### src/rtl/fifo_ram_ctrl_pkg.sv
// Shared defaults and types for the dual-producer FIFO RAM controller.
// Pointers carry one extra wrap bit above the RAM address.
package fifo_ctrl_pkg;

    localparam int unsigned ADDR_W = 5;
    localparam int unsigned DATA_W = 32;
    localparam int unsigned DEPTH  = 1 << ADDR_W;

    typedef logic [ADDR_W:0] ptr_t;

    typedef enum logic {
        GNT_P0 = 1'b0,
        GNT_P1 = 1'b1
    } gnt_sel_e;

endpackage

### src/rtl/fifo_ram_ctrl_rr_arb2.sv
// Two-requester round-robin arbiter for the shared RAM write port.
// On a tie the requester not granted last wins; priority survives flush.
module rr_arb2
    import fifo_ctrl_pkg::*;
(
    input  logic       clk,
    input  logic       reset,
    input  logic [1:0] req,
    input  logic       block,
    output logic [1:0] gnt
);

    gnt_sel_e last_gnt_q;
    gnt_sel_e last_gnt_d;

    always_comb begin
        gnt        = '0;
        last_gnt_d = last_gnt_q;
        if (!block) begin
            unique case (req)
                2'b01:   gnt = 2'b01;
                2'b10:   gnt = 2'b10;
                2'b11:   gnt = (last_gnt_q == GNT_P1) ? 2'b01 : 2'b10;
                default: gnt = '0;
            endcase
        end
        if (gnt[0]) begin
            last_gnt_d = GNT_P0;
        end else if (gnt[1]) begin
            last_gnt_d = GNT_P1;
        end
    end

    always_ff @(posedge clk) begin
        if (reset) begin
            last_gnt_q <= GNT_P1;
        end else begin
            last_gnt_q <= last_gnt_d;
        end
    end

endmodule

### src/rtl/fifo_ram_ctrl.sv
// Pointer, status and read-valid sequencing for a 2-producer / 1-consumer
// FIFO built on an external single-clock RAM with one-cycle read latency.
module fifo_ram_ctrl #(
    parameter int unsigned ADDR_W = fifo_ctrl_pkg::ADDR_W,
    parameter int unsigned DATA_W = fifo_ctrl_pkg::DATA_W
) (
    input  logic              clk,
    input  logic              reset,
    input  logic              flush,
    input  logic              req0,
    input  logic              req1,
    input  logic [DATA_W-1:0] wd0,
    input  logic [DATA_W-1:0] wd1,
    output logic              gnt0,
    output logic              gnt1,
    input  logic              pop,
    output logic              rvalid,
    output logic [ADDR_W:0]   wptr,
    output logic [ADDR_W:0]   rptr,
    output logic              writeEnable,
    output logic              readEnable,
    output logic [DATA_W-1:0] wd,
    output logic              full,
    output logic              empty,
    output logic [ADDR_W:0]   count
);

    logic [ADDR_W:0] wptr_q, wptr_d;
    logic [ADDR_W:0] rptr_q, rptr_d;
    logic            rvalid_q, rvalid_d;
    logic [1:0]      gnt;

    assign full  = (wptr_q[ADDR_W] != rptr_q[ADDR_W]) &&
                   (wptr_q[ADDR_W-1:0] == rptr_q[ADDR_W-1:0]);
    assign empty = (wptr_q == rptr_q);
    assign count = wptr_q - rptr_q;

    rr_arb2 u_arb (
        .clk   (clk),
        .reset (reset),
        .req   ({req1, req0}),
        .block (full | flush | reset),
        .gnt   (gnt)
    );

    assign gnt0        = gnt[0];
    assign gnt1        = gnt[1];
    assign writeEnable = gnt[0] | gnt[1];
    assign readEnable  = pop & ~empty & ~flush & ~reset;
    assign wd          = gnt[1] ? wd1 : wd0;
    assign wptr        = wptr_q;
    assign rptr        = rptr_q;

    // An in-flight read is dropped as soon as reset is seen, not one cycle later.
    assign rvalid = rvalid_q & ~reset;

    always_comb begin
        wptr_d   = wptr_q + {{ADDR_W{1'b0}}, writeEnable};
        rptr_d   = rptr_q + {{ADDR_W{1'b0}}, readEnable};
        rvalid_d = readEnable;
        if (flush) begin
            wptr_d = '0;
            rptr_d = '0;
        end
    end

    always_ff @(posedge clk) begin
        if (reset) begin
            wptr_q   <= '0;
            rptr_q   <= '0;
            rvalid_q <= 1'b0;
        end else begin
            wptr_q   <= wptr_d;
            rptr_q   <= rptr_d;
            rvalid_q <= rvalid_d;
        end
    end

endmodule

### config.mk
export PLATFORM = sky130hd
export DESIGN_NAME = fifo_ram_ctrl
export DESIGN_NICKNAME = d
export VERILOG_FILES = /design/src/rtl/fifo_ram_ctrl_pkg.sv /design/src/rtl/fifo_ram_ctrl_rr_arb2.sv /design/src/rtl/fifo_ram_ctrl.sv
export SDC_FILE = /design/constraint.sdc
export NUM_CORES = 1
export LEC_CHECK = 0
export BUFFER_PORTS_ARGS = -buffer_cell sky130_fd_sc_hd__clkbuf_2
export CAP_MARGIN = 20
export CORE_ASPECT_RATIO = 2
export CORE_MARGIN = 4
export CORE_UTILIZATION = 32
export CTS_CLUSTER_SIZE = 14
export DETAILED_ROUTE_END_ITERATION = 12
export PLACE_DENSITY = 0.83
export RECOVER_POWER = 100
export SKIP_CTS_REPAIR_TIMING = 1
export SYNTH_ARGS = -nofsm -noshare
export SYNTH_HDL_FRONTEND = slang
export SYNTH_HIERARCHICAL = 1
export SYNTH_SLANG_ARGS = --single-unit
### constraint.sdc
create_clock -name clk -period 2.5 [get_ports clk]
set_input_delay 0.25 -clock clk [delete_from_list [all_inputs] [get_ports clk]]
set_output_delay 0.25 -clock clk [all_outputs]
set_load 0.05 [all_outputs]
Yosys cells after proc, flatten, opt, wreduce, memory -nomap -nowiden
Index checks and enable logic that the tools add are counted.
{ "totals": {"wordCells": 32, "input_bits": 70, "register_bits": 14} }
{ "classes": {"n_eq_ne": 6, "bitwise": 10, "muxes": 6, "n_addsub": 3, "reduce_logical": 3} }
{ "op_table": {"columns": ["cell", "count"], "rows": [
  ["32-bit 2-to-1 mux", 1],
  ["6-bit by 1-bit adder with 6-bit output", 2],
  ["6-bit == test", 1],
  ["2-bit case mux with 3 select lines", 1],
  ["6-bit subtractor", 1],
  ["5-bit == test", 1],
  ["1-bit bitwise AND", 4],
  ["2-bit == test, second input constant", 2],
  ["2-bit 2-to-1 mux", 2],
  ["1-bit inverter", 3],
  ["1-bit bitwise OR", 3],
  ["2-bit by 1-bit == test with 1-bit output, second input constant", 1],
  ["1-bit 2-to-1 mux", 2],
  ["2-bit nonzero test", 1],
  ["2-bit OR reduction", 1],
  ["1-bit logical AND", 1],
  ["1-bit inequality test", 1]
]} }

Longest topological paths before layout
Gate-level depths: netlist (run 1).
{ "logic_depth": {"word_depth": 7, "depth_mapped": 16} }

Modules after synthesis
The synthesis (run 1) kept the hierarchy.
{ "modules_own_cells": {"columns": ["module", "cells_each", "area_each_um2", "instances"], "rows": [
  ["fifo_ram_ctrl", 124, 1147.4, 1],
  ["rr_arb2", 8, 70.1, 1]
]} }

Worst setup path before layout (run 1)
Ideal clock, no wire load.
{ "synth_timing": {"path_type": "flip-flop to flip-flop", "from": "register rptr_q[4] (netlist: rptr[4])", "to": "register wptr_q[4] (netlist: wptr[4])", "setup_time_ns": 0.124, "arrival_time_ns": 4.266, "path_slack_ns": -1.890, "stages_incl_launch_ff": 17, "n_path_buf": 2, "synth_period_minus_slack_ns": 4.390, "cell_sequence": "dfxtp_1 inv_1 ha_1 and3_1 nand3_1 nor2b_1 nand2b_1 nand2b_1 a21oi_1 buf_2 buf_2 or2_2 ha_1 ha_1 nand3_1 xor2_1 nor2_1"} }
{ "synth_between": {"elab_chain_len": 7} }
{ "synth_lines": {"columns": ["item", "line", "text"], "rows": [
  ["start, declared", "fifo_ram_ctrl.sv:29", "logic [ADDR_W:0] rptr_q, rptr_d;"],
  ["start signal, assigned", "fifo_ram_ctrl.sv:74", "rptr_q <= rptr_d;"],
  ["5-bit == test", "fifo_ram_ctrl.sv:34", "(wptr_q[ADDR_W-1:0] == rptr_q[ADDR_W-1:0]);"],
  ["1-bit logical AND", "fifo_ram_ctrl.sv:33", "assign full = (wptr_q[ADDR_W] != rptr_q[ADDR_W]) &&"],
  ["named net full", "fifo_ram_ctrl.sv:23", "output logic full,"],
  ["1-bit bitwise OR (2 in a row)", "fifo_ram_ctrl.sv:42", ".block (full | flush | reset),"],
  ["2-bit 2-to-1 mux", "fifo_ram_ctrl_rr_arb2.sv:19", "if (!block) begin"],
  ["named net gnt1", "fifo_ram_ctrl.sv:15", "output logic gnt1,"],
  ["1-bit bitwise OR", "fifo_ram_ctrl.sv:48", "assign writeEnable = gnt[0] | gnt[1];"],
  ["named net writeEnable", "fifo_ram_ctrl.sv:20", "output logic writeEnable,"],
  ["6-bit by 1-bit adder with 6-bit output", "fifo_ram_ctrl.sv:58", "wptr_d = wptr_q + {{ADDR_W{1'b0}}, writeEnable};"],
  ["end signal, assigned", "fifo_ram_ctrl.sv:73", "wptr_q <= wptr_d;"],
  ["end, declared", "fifo_ram_ctrl.sv:28", "logic [ADDR_W:0] wptr_q, wptr_d;"]
]} }
The timed path passes the listed nets, and every way through them passes these cells.
A chain may end at the register's enable or synchronous reset.

Worst setup path after layout (run 1)
{ "layout_timing": {"from": "register rptr_q[4] (netlist: rptr[4])", "to": "output wd[22]"} }
{ "layout_between": {"elab_chain_len": 6} }
{ "layout_lines": {"columns": ["item", "line", "text"], "rows": [
  ["5-bit == test", "fifo_ram_ctrl.sv:34", null],
  ["1-bit logical AND", "fifo_ram_ctrl.sv:33", null],
  ["1-bit bitwise OR (2 in a row)", "fifo_ram_ctrl.sv:42", null],
  ["2-bit 2-to-1 mux", "fifo_ram_ctrl_rr_arb2.sv:19", null],
  ["32-bit 2-to-1 mux", "fifo_ram_ctrl.sv:50", "assign wd = gnt[1] ? wd1 : wd0;"],
  ["end, declared", "fifo_ram_ctrl.sv:22", "output logic [DATA_W-1:0] wd,"]
]} }
No other way between the ends.

==> results.py, run 1 <==
metrics = {
    "outcome": {
        "outcome": "finished with violations",
        "failed_checks": "negative setup slack",
    },
    "critical_path": {
        "critical_path.cell_chain": "inv_4 -> ha_4 -> and3_4 -> nand3_4 -> nor2b_4 -> nand2b_4 -> nand2b_4 -> a21oi_4 -> buf_12 -> clkbuf_16 -> mux2_4 -> buf_8",
        "crit_slowest_cell": "sky130_fd_sc_hd__dfxtp_4",
        "critical_path_s_largest_stage_delay_ns": 0.35,
        "crit_fanout": 8,
        "endpoint_type_of_the_worst_setup_path": "output pin",
        "arrival_ns": 2.39,
        "required_ns": 2.25,
        "criticalPathCategory": "reg2out",
        "critical_path.most_common_cell": "sky130_fd_sc_hd__nand2b_4",
        "start_kind": "flip-flop",
    },
    "finish": {
        "ff_latch_area_um2": 310,
        "final_cell_count_no_fill": 327,
        "n_antenna_cell": 0,
        "finalNetCount": 359,
        "layout.core_utilization_pct": 74.3,
        "drive_above_1_share_pct": 71.9,
        "syn2layout_area_growth_pct": 123,
        "multi_input_area_um2": 1130,
        "filler_cell_count": 269,
    },
    "route": {
        "dr.first_iter.drc_count": 25,
        "wire_per_inst_um": 17.9,
        "number_of_drc_violations_after_detailed_routing": 0,
        "antenna_left": 0,
        "avgViaCountPerCell": 4.80,
        "detailroute.via_count": 1570,
        "drt_pre_antenna_iters": 4,
        "wl_um": 5850,
    },
    "global_route": {
        "grt_pass1_vias": 1722,
        "grt_first_pass_wirelength_um": 7490,
        "grt_antenna_before_repair": 0,
        "total_grt_usage_pct": 20.0,
        "maximum_number_of_pins_on_one_net_before_global_route_repair": 17,
        "globalRouteOverflowTotal": 0,
    },
    "yosys": {
        "cell_count_after_synthesis": 132,
        "synth_area_leaders": "sky130_fd_sc_hd__mux2_2 30%, sky130_fd_sc_hd__dfxtp_1 23%, sky130_fd_sc_hd__ha_1 9.2%",
        "synth_cell_type_count": 30,
        "syn-cell-area_um2": 1220,
        "synth_enable_flop_cells": 0,
        "post-synth-top-area-cell": "sky130_fd_sc_hd__mux2_2",
        "synth_ff_type": "sky130_fd_sc_hd__dfxtp_1",
        "ys_async_sr_fraction_pct": 0,
        "ys_ff_latch": 14,
        "synth_seq_area_share_pct": 23.0,
        "ys_warn_count": 6,
        "post-synth-top-area-fraction_pct": 29.6,
        "syn_nets": 212,
        "avgSynthCellArea_um2": 9.22,
    },
    "sta": {
        "max-slew-margin-rel_pct": 58.3,
        "finalWorstSetupSlack_ns": -0.138,
        "timing_max_transition_violations_final": 0,
        "finalSetupTns_ns": -3.74,
        "final_period_minus_worst_setup_slack_ns": 2.64,
        "final_hold_vios": 0,
        "timing.fmax_mhz": 379,
        "fin_worst_skew_ns": 0.00597,
        "report.final.setup_viol": 36,
        "tightestPinTransition_ns": 0.629,
        "grt_setup_unrepaired": "true",
        "final.period_utilization_pct": 106,
    },
    "job": {
        "maximum_capacitance_violations": 0,
    },
    "clock_tree": {
        "h-tree-depth": 1,
        "cts_inserted_buffers": 3,
        "cts.root.buffer_cell": "sky130_fd_sc_hd__clkbuf_8",
        "cts_max_path_buffers": 2,
        "clock_tree_from_tritoncts": "done",
        "numClockSinks": 14,
        "clock_pin_slew_reported_for_the_worst_setup_and_hold_paths_after_clock_tree_synthesis_ns": 0.06,
        "clk_latency_ns": 0.24,
    },
    "pwr": {
        "p_per_area_nw_per_um2": 311,
        "vdd_drop_max_mv": 0.223,
        "leakage_nw": 1.34,
    },
    "worst_hold_path": {
        "hold_class": "in2reg",
    },
    "place": {
        "portBuffers": 126,
        "dp_wirelength_um": 4560,
        "numPlacedInstances": 318,
        "place_congestion": 0.798,
    },
    "die": {
        "core_area_um2": 3650,
        "die_area_um2": 4920,
        "boundary_pins": 127,
        "die_width_um": 51.6,
        "num_rows": 31,
        "initial_utilization_pct": 33.4,
        "dieHeight_um": 95.2,
    },
}
-- critical path: cells and delay by family, from the launching register on --
| kind | cells | cell delay (ns) |
|---|---|---|
| simple gates | 5 | 0.67 |
| fa+ha+maj | 1 | 0.26 |
| buf+inv | 4 | 0.50 |
| mux | 1 | 0.32 |
| flops | 1 | 0.35 |
| compound gates | 1 | 0.04 |
-- flip-flops by register name (all words and copies together) (netlist names) --
register	cells
rptr	6
wptr	6
u_arb/last_gnt_q	1
rvalid_q	1
-- through the flow --
stage / total power, mW / hold WS [ns] / cell area [um2] / worst slack, ns
global placement: 0.566 / 0.485 / 2290 / 0.0438
floorplan: 0.455 / 0.344 / 1460 / -0.574
global route: 0.876 / 0.256 / 2710 / -0.194
CTS: 0.760 / 0.243 / 2330 / -0.296
detailed placement: 0.570 / 0.490 / 2290 / -0.0123
finish: 0.843 / 0.247 / 2710 / -0.138
-- cells in the mapped netlist, types with 2 or more instances --
master / number
sky130_fd_sc_hd__dfxtp_1: 14
sky130_fd_sc_hd__buf_2: 4
sky130_fd_sc_hd__o21ai_0: 2
sky130_fd_sc_hd__xnor2_1: 8
sky130_fd_sc_hd__ha_1: 9
sky130_fd_sc_hd__nor2_1: 14
sky130_fd_sc_hd__mux2_2: 32
sky130_fd_sc_hd__xor2_1: 2
sky130_fd_sc_hd__nand2b_1: 2
sky130_fd_sc_hd__and2_1: 5
sky130_fd_sc_hd__inv_1: 10
sky130_fd_sc_hd__a21oi_1: 4
sky130_fd_sc_hd__nor2b_1: 3
sky130_fd_sc_hd__nand2_1: 2
sky130_fd_sc_hd__or2_2: 2
sky130_fd_sc_hd__nand3_1: 5
-- cells by family after synthesis --
kind of cell | Yosys count | share of synthesized area (%)
AOI/OAI and AO/OA | 12 | 6.58
and+or+nand+nor | 38 | 16.3
DFF | 14 | 23.0
buffers and inverters | 15 | 5.04
xor gates and xnor gates | 11 | 8.53
muxes | 32 | 29.6
adders and majority gates | 10 | 10.9
-- placed cells by master, fill, tap and decap left out, types with 2 or more instances in the layout --
| cell | n |
|---|---|
| sky130_fd_sc_hd__clkbuf_2 | 78 |
| sky130_fd_sc_hd__mux2_4 | 32 |
| sky130_fd_sc_hd__buf_6 | 20 |
| sky130_fd_sc_hd__clkbuf_1 | 15 |
| sky130_fd_sc_hd__buf_4 | 15 |
| sky130_fd_sc_hd__nor2_1 | 13 |
| sky130_fd_sc_hd__buf_8 | 13 |
| sky130_fd_sc_hd__xnor2_1 | 8 |
| sky130_fd_sc_hd__inv_1 | 7 |
| sky130_fd_sc_hd__dfxtp_4 | 7 |
| sky130_fd_sc_hd__ha_4 | 5 |
| sky130_fd_sc_hd__buf_12 | 5 |
| sky130_fd_sc_hd__and2_1 | 4 |
| sky130_fd_sc_hd__ha_1 | 4 |
| sky130_fd_sc_hd__dfxtp_1 | 4 |
| sky130_fd_sc_hd__nand2b_4 | 3 |
| sky130_fd_sc_hd__nand3_1 | 3 |
| sky130_fd_sc_hd__clkbuf_8 | 3 |
| sky130_fd_sc_hd__dfxtp_2 | 3 |
| sky130_fd_sc_hd__inv_2 | 2 |
| sky130_fd_sc_hd__nand2_1 | 2 |
| sky130_fd_sc_hd__nor2b_1 | 2 |
| sky130_fd_sc_hd__o21ai_0 | 2 |
| sky130_fd_sc_hd__a21oi_1 | 2 |
| sky130_fd_sc_hd__xor2_1 | 2 |
| sky130_fd_sc_hd__clkbuf_16 | 2 |
-- worst paths after layout --
| check | from | slack (ns) | depth (start not counted) | to |
|---|---|---|---|---|
| setup reg to reg | rptr[4]$_SDFF_PP0_ | -0.07 | 16 | wptr[4]$_SDFF_PP0_ |
| hold / removal | reset | 0.25 | 2 | u_arb/last_gnt_q$_SDFFE_PP1P_ |
| setup / recovery | rptr[4]$_SDFF_PP0_ | -0.14 | 12 | wd[22] |
| hold reg to reg | wptr[2]$_SDFF_PP0_ | 0.57 | 2 | wptr[2]$_SDFF_PP0_ |
-- where the power goes --
part / leakage, nW / total (mW) / internal, mW / switching [mW]
clock: 0.0228 / 0.187 / 0.112 / 0.0742
sequential: 0.120 / 0.220 / 0.218 / 0.00198
combinational: 1.19 / 0.437 / 0.201 / 0.236
total: 1.34 / 0.843 / 0.531 / 0.312
-- area by class of cell --
class,instances,area share [%]
multi-input combinational,103,41.6
sequential,14,11.5
clock buffer,4,1.66
timing repair buffer,147,41.6
inverter,10,1.48
tap,49,2.26
-- routing by layer --
layer	part of all wire [%]	global-route usage, %
met5	0	0
met4	1.9	8.32
met3	8.4	2.50
met2	59	42.1
met1	31	17.6
Power figures use the tool's default switching activity.
==> run 2: changes to the inputs <==
--- a/config.mk
+++ b/config.mk
@@ -9,10 +9,11 @@
 export CAP_MARGIN = 20
 export CORE_ASPECT_RATIO = 2
 export CORE_MARGIN = 4
-export CORE_UTILIZATION = 32
+export CORE_UTILIZATION = 33
+export CTS_BUF_LIST = sky130_fd_sc_hd__clkbuf_4
 export CTS_CLUSTER_SIZE = 14
 export DETAILED_ROUTE_END_ITERATION = 12
-export PLACE_DENSITY = 0.83
+export PLACE_DENSITY = 0.85
 export RECOVER_POWER = 100
 export SKIP_CTS_REPAIR_TIMING = 1
 export SYNTH_ARGS = -nofsm -noshare
==> results.py, run 2 (synthesis gave the netlist of run 1 again) <==
metrics = {
    "global_route": {
        "maximum_number_of_pins_on_one_net_before_global_route_repair": 22,
        "total_grt_usage_pct": 18.8,
        "globalRouteOverflowTotal": 0,
        "grt_pass1_vias": 1610,
        "grt_first_pass_wirelength_um": 6960,
        "grt_antenna_before_repair": 0,
    },
    "finish": {
        "syn2layout_area_growth_pct": 123,
        "drive_above_1_share_pct": 77.3,
        "layout.cells.most_common": "sky130_fd_sc_hd__clkbuf_2",
        "layout.core_utilization_pct": 75.4,
        "mostFrequentLayoutCells": "89 x sky130_fd_sc_hd__clkbuf_2, 32 x sky130_fd_sc_hd__mux2_4, 20 x sky130_fd_sc_hd__buf_6, 13 x sky130_fd_sc_hd__buf_8, 13 x sky130_fd_sc_hd__buf_4",
        "n_antenna_cell": 0,
        "filler_cell_count": 237,
        "final_design_instance_area_without_fill_um2": 2720,
        "finalNetCount": 358,
    },
    "critical_path": {
        "critical_path_s_largest_stage_delay_ns": 0.36,
        "start_kind": "flip-flop",
        "worstReg2RegStart": "rptr[2]$_SDFF_PP0_",
        "worst_path_dominant_cell_family": "simple AND/OR/NAND/NOR gates",
        "arrival_ns": 2.43,
        "critical_path.cell_chain": "inv_4 -> ha_4 -> and3_4 -> nand3_4 -> nor2b_4 -> nand2b_4 -> nand2b_4 -> a21oi_4 -> buf_12 -> clkbuf_16 -> mux2_4 -> buf_6",
        "r2r_cells": 16,
        "worst-path-buf-inv": 4,
        "crit_fanout": 7,
        "critical_path.most_common_cell": "sky130_fd_sc_hd__nand2b_4",
        "crit_slowest_cell": "sky130_fd_sc_hd__dfxtp_4",
        "worst-r2r-setup-slack_ns": -0.09,
        "r2r-end": "wptr[4]$_SDFF_PP0_",
        "endpoint_type_of_the_worst_setup_path": "output pin",
        "required_ns": 2.25,
        "criticalPathCategory": "reg2out",
    },
    "route": {
        "wl_um": 5530,
        "number_of_drc_violations_after_detailed_routing": 0,
        "avgViaCountPerCell": 4.77,
        "dr.first_iter.drc_count": 11,
        "detailroute.via_count": 1555,
        "drt_pre_antenna_iters": 4,
        "wire_per_inst_um": 17.0,
        "antenna_left": 0,
    },
    "sta": {
        "fin_worst_skew_ns": 0.00277,
        "final_period_minus_worst_setup_slack_ns": 2.68,
        "max-slew-margin-rel_pct": 60.4,
        "finalWorstSetupSlack_ns": -0.179,
        "final.period_utilization_pct": 107,
        "final_hold_vios": 0,
        "hold_slack_ns": 0.201,
        "grt_setup_unrepaired": "true",
        "report.final.setup_viol": 36,
        "tightestPinTransition_ns": 0.596,
        "timing_max_transition_violations_final": 0,
        "timing.fmax_mhz": 373,
    },
    "place": {
        "placement.setup.worst_slack_ns": -0.00444,
        "placedInstanceArea_um2": 2220,
        "portBuffers": 126,
        "place_congestion": 0.864,
        "dp_wirelength_um": 4190,
    },
    "pwr": {
        "power.clock.fraction_pct": 16.8,
        "comb_power_share_pct": 55.2,
        "swShare_pct": 39.5,
        "power.share.sequential_pct": 28.0,
        "p_per_area_nw_per_um2": 288,
        "vdd_drop_max_mv": 0.206,
        "leakage_nw": 1.36,
        "netSwitchingPower_mw": 0.309,
        "power.internal_mw": 0.474,
    },
    "job": {
        "maximum_capacitance_violations": 0,
    },
    "die": {
        "core_area_um2": 3610,
        "num_rows": 31,
        "die_width_um": 51.0,
        "dieHeight_um": 93.9,
        "boundary_pins": 127,
        "die_area_um2": 4780,
        "initial_utilization_pct": 33.7,
    },
    "clock_tree": {
        "h-tree-depth": 1,
        "clk_latency_ns": 0.28,
        "cts_inserted_buffers": 3,
        "cts_max_path_buffers": 2,
        "numClockSinks": 14,
        "clock_pin_slew_reported_for_the_worst_setup_and_hold_paths_after_clock_tree_synthesis_ns": 0.08,
        "cts.root.buffer_cell": "sky130_fd_sc_hd__clkbuf_4",
        "clock_tree_from_tritoncts": "done",
    },
    "worst_hold_path": {
        "holdPathEnd": "u_arb/last_gnt_q$_SDFFE_PP1P_",
        "hold_depth": 2,
        "hold_class": "in2reg",
        "min_from": "reset",
    },
    "outcome": {
        "failed_checks": "negative setup slack",
        "outcome": "finished with violations",
    },
}
-- run 2: layer usage --
metal  vias to the layer above  global-route usage, %  wire [um]
met5                         -                      0          0
met4                         0                   6.74         69
met3                         6                   4.29        529
met2                        93                   38.3       3250
met1                       712                   16.7       1690
li1                        744                      -          -
-- run 2: stage by stage --
step | cells | TNS, ns | total power, mW
final | 326 | -5.42 | 0.784
after global routing | 326 | -7.89 | 0.815
after CTS | 317 | -8.73 | 0.691
after detailed placement | 313 | -0.00501 | 0.561
after global placement | 313 | 0 | 0.556
after floorplan | 132 | -13.41 | 0.455
-- run 2: area by class of cell --
class	count	area [um2]	area share, %
repair buffers	146	1130	41.7
inverters	10	42.5	1.56
well taps	49	61.3	2.25
clock inverters	1	3.75	0.138
multi-input cells	103	1140	42.1
clock buffers	3	22.5	0.828
flip-flops and latches	14	310	11.4
-- run 2: power groups by stage --
stage | sequential [mW] | clock, mW | combinational [mW]
finish | 0.219 | 0.132 | 0.433
global route | 0.220 | 0.144 | 0.452
CTS | 0.219 | 0.134 | 0.338
detailed placement | 0.224 | 0 | 0.337
global placement | 0.224 | 0 | 0.331
floorplan | 0.227 | 0 | 0.228
-- run 2: worst reg2reg max path, stage by stage, from the launching register on --
cell	delay [ns]
sky130_fd_sc_hd__dfxtp_4	0.39
sky130_fd_sc_hd__inv_4	0.04
sky130_fd_sc_hd__ha_4	0.26
sky130_fd_sc_hd__and3_4	0.18
sky130_fd_sc_hd__nand3_4	0.09
sky130_fd_sc_hd__nor2b_4	0.12
sky130_fd_sc_hd__nand2b_4	0.13
sky130_fd_sc_hd__nand2b_4	0.13
sky130_fd_sc_hd__a21oi_4	0.04
sky130_fd_sc_hd__buf_12	0.15
sky130_fd_sc_hd__buf_4	0.12
sky130_fd_sc_hd__or2_4	0.25
sky130_fd_sc_hd__ha_4	0.18
sky130_fd_sc_hd__ha_4	0.17
sky130_fd_sc_hd__nand3_2	0.07
sky130_fd_sc_hd__xor2_1	0.14
sky130_fd_sc_hd__nor2_1	0.05
-- run 2: worst max-delay path by stage --
stage | startpoint | end | cells past startpoint | slack, ns
after floorplan | rptr[2]$_SDFF_PP0_ | wptr[4]$_SDFF_PP0_ | 16 | -0.57
final | rptr[4]$_SDFF_PP0_ | wd[20] | 12 | -0.18
after global placement | wptr[0]$_SDFF_PP0_ | wd[17] | 11 | 0.04
after CTS | wptr[0]$_SDFF_PP0_ | wd[17] | 11 | -0.33
after detailed placement | wptr[0]$_SDFF_PP0_ | wd[17] | 11 | -0.004
after global routing | rptr[2]$_SDFF_PP0_ | wd[20] | 12 | -0.25
==> run 3: changes to the inputs <==
--- a/config.mk
+++ b/config.mk
@@ -5,15 +5,14 @@
 export SDC_FILE = /design/constraint.sdc
 export NUM_CORES = 1
 export LEC_CHECK = 0
-export BUFFER_PORTS_ARGS = -buffer_cell sky130_fd_sc_hd__clkbuf_2
 export CAP_MARGIN = 20
-export CORE_ASPECT_RATIO = 2
 export CORE_MARGIN = 4
-export CORE_UTILIZATION = 33
+export CORE_UTILIZATION = 55
 export CTS_BUF_LIST = sky130_fd_sc_hd__clkbuf_4
 export CTS_CLUSTER_SIZE = 14
 export DETAILED_ROUTE_END_ITERATION = 12
-export PLACE_DENSITY = 0.85
+export DONT_BUFFER_PORTS = 1
+export PLACE_DENSITY = 0.79
 export RECOVER_POWER = 100
 export SKIP_CTS_REPAIR_TIMING = 1
 export SYNTH_ARGS = -nofsm -noshare
==> results.py, run 3 (synthesis gave the netlist of run 1 again) <==
metrics = {
    "outcome": {
        "outcome": "finished with violations",
        "failed_checks": "negative setup slack",
    },
    "die": {
        "dieHeight_um": 55.0,
        "initial_utilization_pct": 60.2,
        "boundary_pins": 127,
        "num_rows": 16,
        "core_area_um2": 2020,
        "die_area_um2": 3030,
        "die_width_um": 55.0,
    },
    "clock_tree": {
        "cts.root.buffer_cell": "sky130_fd_sc_hd__clkbuf_4",
        "numClockSinks": 14,
        "cts_max_path_buffers": 2,
        "clock_tree_from_tritoncts": "done",
        "h-tree-depth": 1,
        "clock_pin_slew_reported_for_the_worst_setup_and_hold_paths_after_clock_tree_synthesis_ns": 0.09,
        "clk_latency_ns": 0.30,
        "cts_inserted_buffers": 3,
    },
    "finish": {
        "syn2layout_area_growth_pct": 56.4,
        "finalNetCount": 245,
        "mostFrequentLayoutCells": "32 x sky130_fd_sc_hd__mux2_4, 24 x sky130_fd_sc_hd__buf_4, 11 x sky130_fd_sc_hd__nor2_1, 7 x sky130_fd_sc_hd__inv_1, 7 x sky130_fd_sc_hd__dfxtp_4",
        "n_antenna_cell": 0,
        "drive_above_1_share_pct": 62.8,
        "layout.cells.most_common": "sky130_fd_sc_hd__mux2_4",
        "layout.core_utilization_pct": 94.2,
    },
    "pwr": {
        "vdd_drop_max_mv": 0.432,
        "finalPower_mw": 0.648,
        "power.internal_mw": 0.365,
        "comb_power_share_pct": 43.7,
        "power.clock.fraction_pct": 22.4,
        "netSwitchingPower_mw": 0.283,
        "swShare_pct": 43.7,
        "p_per_area_nw_per_um2": 340,
        "power.share.sequential_pct": 33.9,
        "leakage_nw": 0.826,
    },
    "sta": {
        "tightestPinTransition_ns": 0.938,
        "report.final.setup_viol": 38,
        "final_period_minus_worst_setup_slack_ns": 2.74,
        "finalWorstSetupSlack_ns": -0.239,
        "final_hold_vios": 0,
        "fin_worst_skew_ns": 0.00462,
        "grt_setup_unrepaired": "true",
        "timing.fmax_mhz": 365,
        "final.period_utilization_pct": 110,
        "timing_max_transition_violations_final": 0,
        "max-slew-margin-rel_pct": 37.3,
    },
    "critical_path": {
        "worstReg2RegStart": "rptr[4]$_SDFF_PP0_",
        "r2r_cells": 15,
        "critical_path.most_common_cell": "sky130_fd_sc_hd__nand2b_4",
        "crit_slowest_cell": "sky130_fd_sc_hd__mux2_4",
        "cp_capture_point": "wd[17]",
        "criticalPathCategory": "reg2out",
        "arrival_ns": 2.49,
        "required_ns": 2.25,
        "worst-r2r-setup-slack_ns": -0.16,
        "crit_fanout": 8,
        "start_kind": "flip-flop",
        "endpoint_type_of_the_worst_setup_path": "output pin",
        "worstSetupStartpoint": "rptr[4]$_SDFF_PP0_",
        "critical_path_s_largest_stage_delay_ns": 0.40,
        "critical_path.cell_chain": "inv_4 -> ha_4 -> and3_4 -> nand3_4 -> nor2b_4 -> nand2b_4 -> nand2b_4 -> a21oi_4 -> buf_12 -> clkbuf_16 -> mux2_4",
        "r2r-end": "wptr[4]$_SDFF_PP0_",
    },
    "place": {
        "portBuffers": 0,
        "place_congestion": 0.841,
        "dp_wirelength_um": 3430,
    },
    "global_route": {
        "globalRouteOverflowTotal": 0,
        "grt_pass1_vias": 1107,
        "total_grt_usage_pct": 23.6,
        "maximum_number_of_pins_on_one_net_before_global_route_repair": 34,
        "grt_first_pass_wirelength_um": 5110,
        "grt_antenna_before_repair": 0,
    },
    "route": {
        "antenna_left": 0,
        "avgViaCountPerCell": 6.69,
        "drt_pre_antenna_iters": 4,
        "wire_per_inst_um": 31.2,
        "wl_um": 5960,
        "dr.first_iter.drc_count": 37,
        "detailroute.via_count": 1277,
        "number_of_drc_violations_after_detailed_routing": 0,
    },
    "job": {
        "maximum_capacitance_violations": 0,
    },
    "worst_hold_path": {
        "hold_class": "in2reg",
    },
}
-- run 3: cell count changes in the layout (fill, tap and decap cells not counted), moves of 2 or more --
| cell | previous run | this run |
|---|---|---|
| sky130_fd_sc_hd__buf_12 | 4 | 2 |
| sky130_fd_sc_hd__buf_4 | 13 | 24 |
| sky130_fd_sc_hd__buf_6 | 20 | 3 |
| sky130_fd_sc_hd__buf_8 | 13 | 0 |
| sky130_fd_sc_hd__clkbuf_1 | 3 | 1 |
| sky130_fd_sc_hd__clkbuf_2 | 89 | 0 |
-- run 3: through the flow --
step,cell area [um2],TNS (ns),hold slack [ns],std cells,setup WS [ns]
finish,1900,-7.39,0.0553,191,-0.239
global route,1900,-9.49,0.0555,191,-0.290
CTS,1680,-5.87,0.0442,183,-0.236
detailed placement,1650,0,0.354,179,0.101
global placement,1650,0,0.349,179,0.161
floorplan,1460,-13.41,0.344,132,-0.574
-- run 3: routing by layer --
metal,vias up,global-route usage [%],part of all wire (%)
met5,-,0,0
met4,0,9.72,4.0
met3,30,12.1,13
met2,124,38.8,53
met1,605,25.6,30
li1,518,-,-
-- run 3: final cells by class --
type                       instances  area [um2]
multi-input combinational        103        1160
tap                               27        33.8
timing repair buffer              33         333
clock buffer                       3        22.5
clock inverter                     1        3.75
inverter                          10        40.0
sequential                        14         310
fill                              57         118
-- run 3: how the worst min path moves through the flow --
| stage | start | endpoint | slack (ns) | cells after the start |
|---|---|---|---|---|
| 3_3_place_gp | reset | u_arb/last_gnt_q$_SDFFE_PP1P_ | 0.35 | 1 |
| 6_report | reset | u_arb/last_gnt_q$_SDFFE_PP1P_ | 0.06 | 1 |
| 5_1_grt | reset | u_arb/last_gnt_q$_SDFFE_PP1P_ | 0.06 | 1 |
| 4_1_cts | reset | u_arb/last_gnt_q$_SDFFE_PP1P_ | 0.04 | 1 |
| 3_5_place_dp | reset | u_arb/last_gnt_q$_SDFFE_PP1P_ | 0.35 | 1 |
| 2_1_floorplan | reset | u_arb/last_gnt_q$_SDFFE_PP1P_ | 0.34 | 1 |
-- run 3: power groups by stage --
| stage | registers (mW) | clock network, mW | logic (mW) |
|---|---|---|---|
| after floorplan | 0.227 | 0 | 0.228 |
| after global placement | 0.224 | 0 | 0.248 |
| after detailed placement | 0.224 | 0 | 0.250 |
| after CTS | 0.219 | 0.144 | 0.251 |
| after global routing | 0.220 | 0.149 | 0.288 |
| final | 0.220 | 0.145 | 0.283 |
-- run 3: critical path: cells and delay by family, from the launching register on --
| family | cells | cell delay, ns |
|---|---|---|
| simple gates | 5 | 0.71 |
| mux | 1 | 0.40 |
| flops | 1 | 0.38 |
| buf+inv | 3 | 0.36 |
| fa+ha+maj | 1 | 0.29 |
| compound gates | 1 | 0.04 |
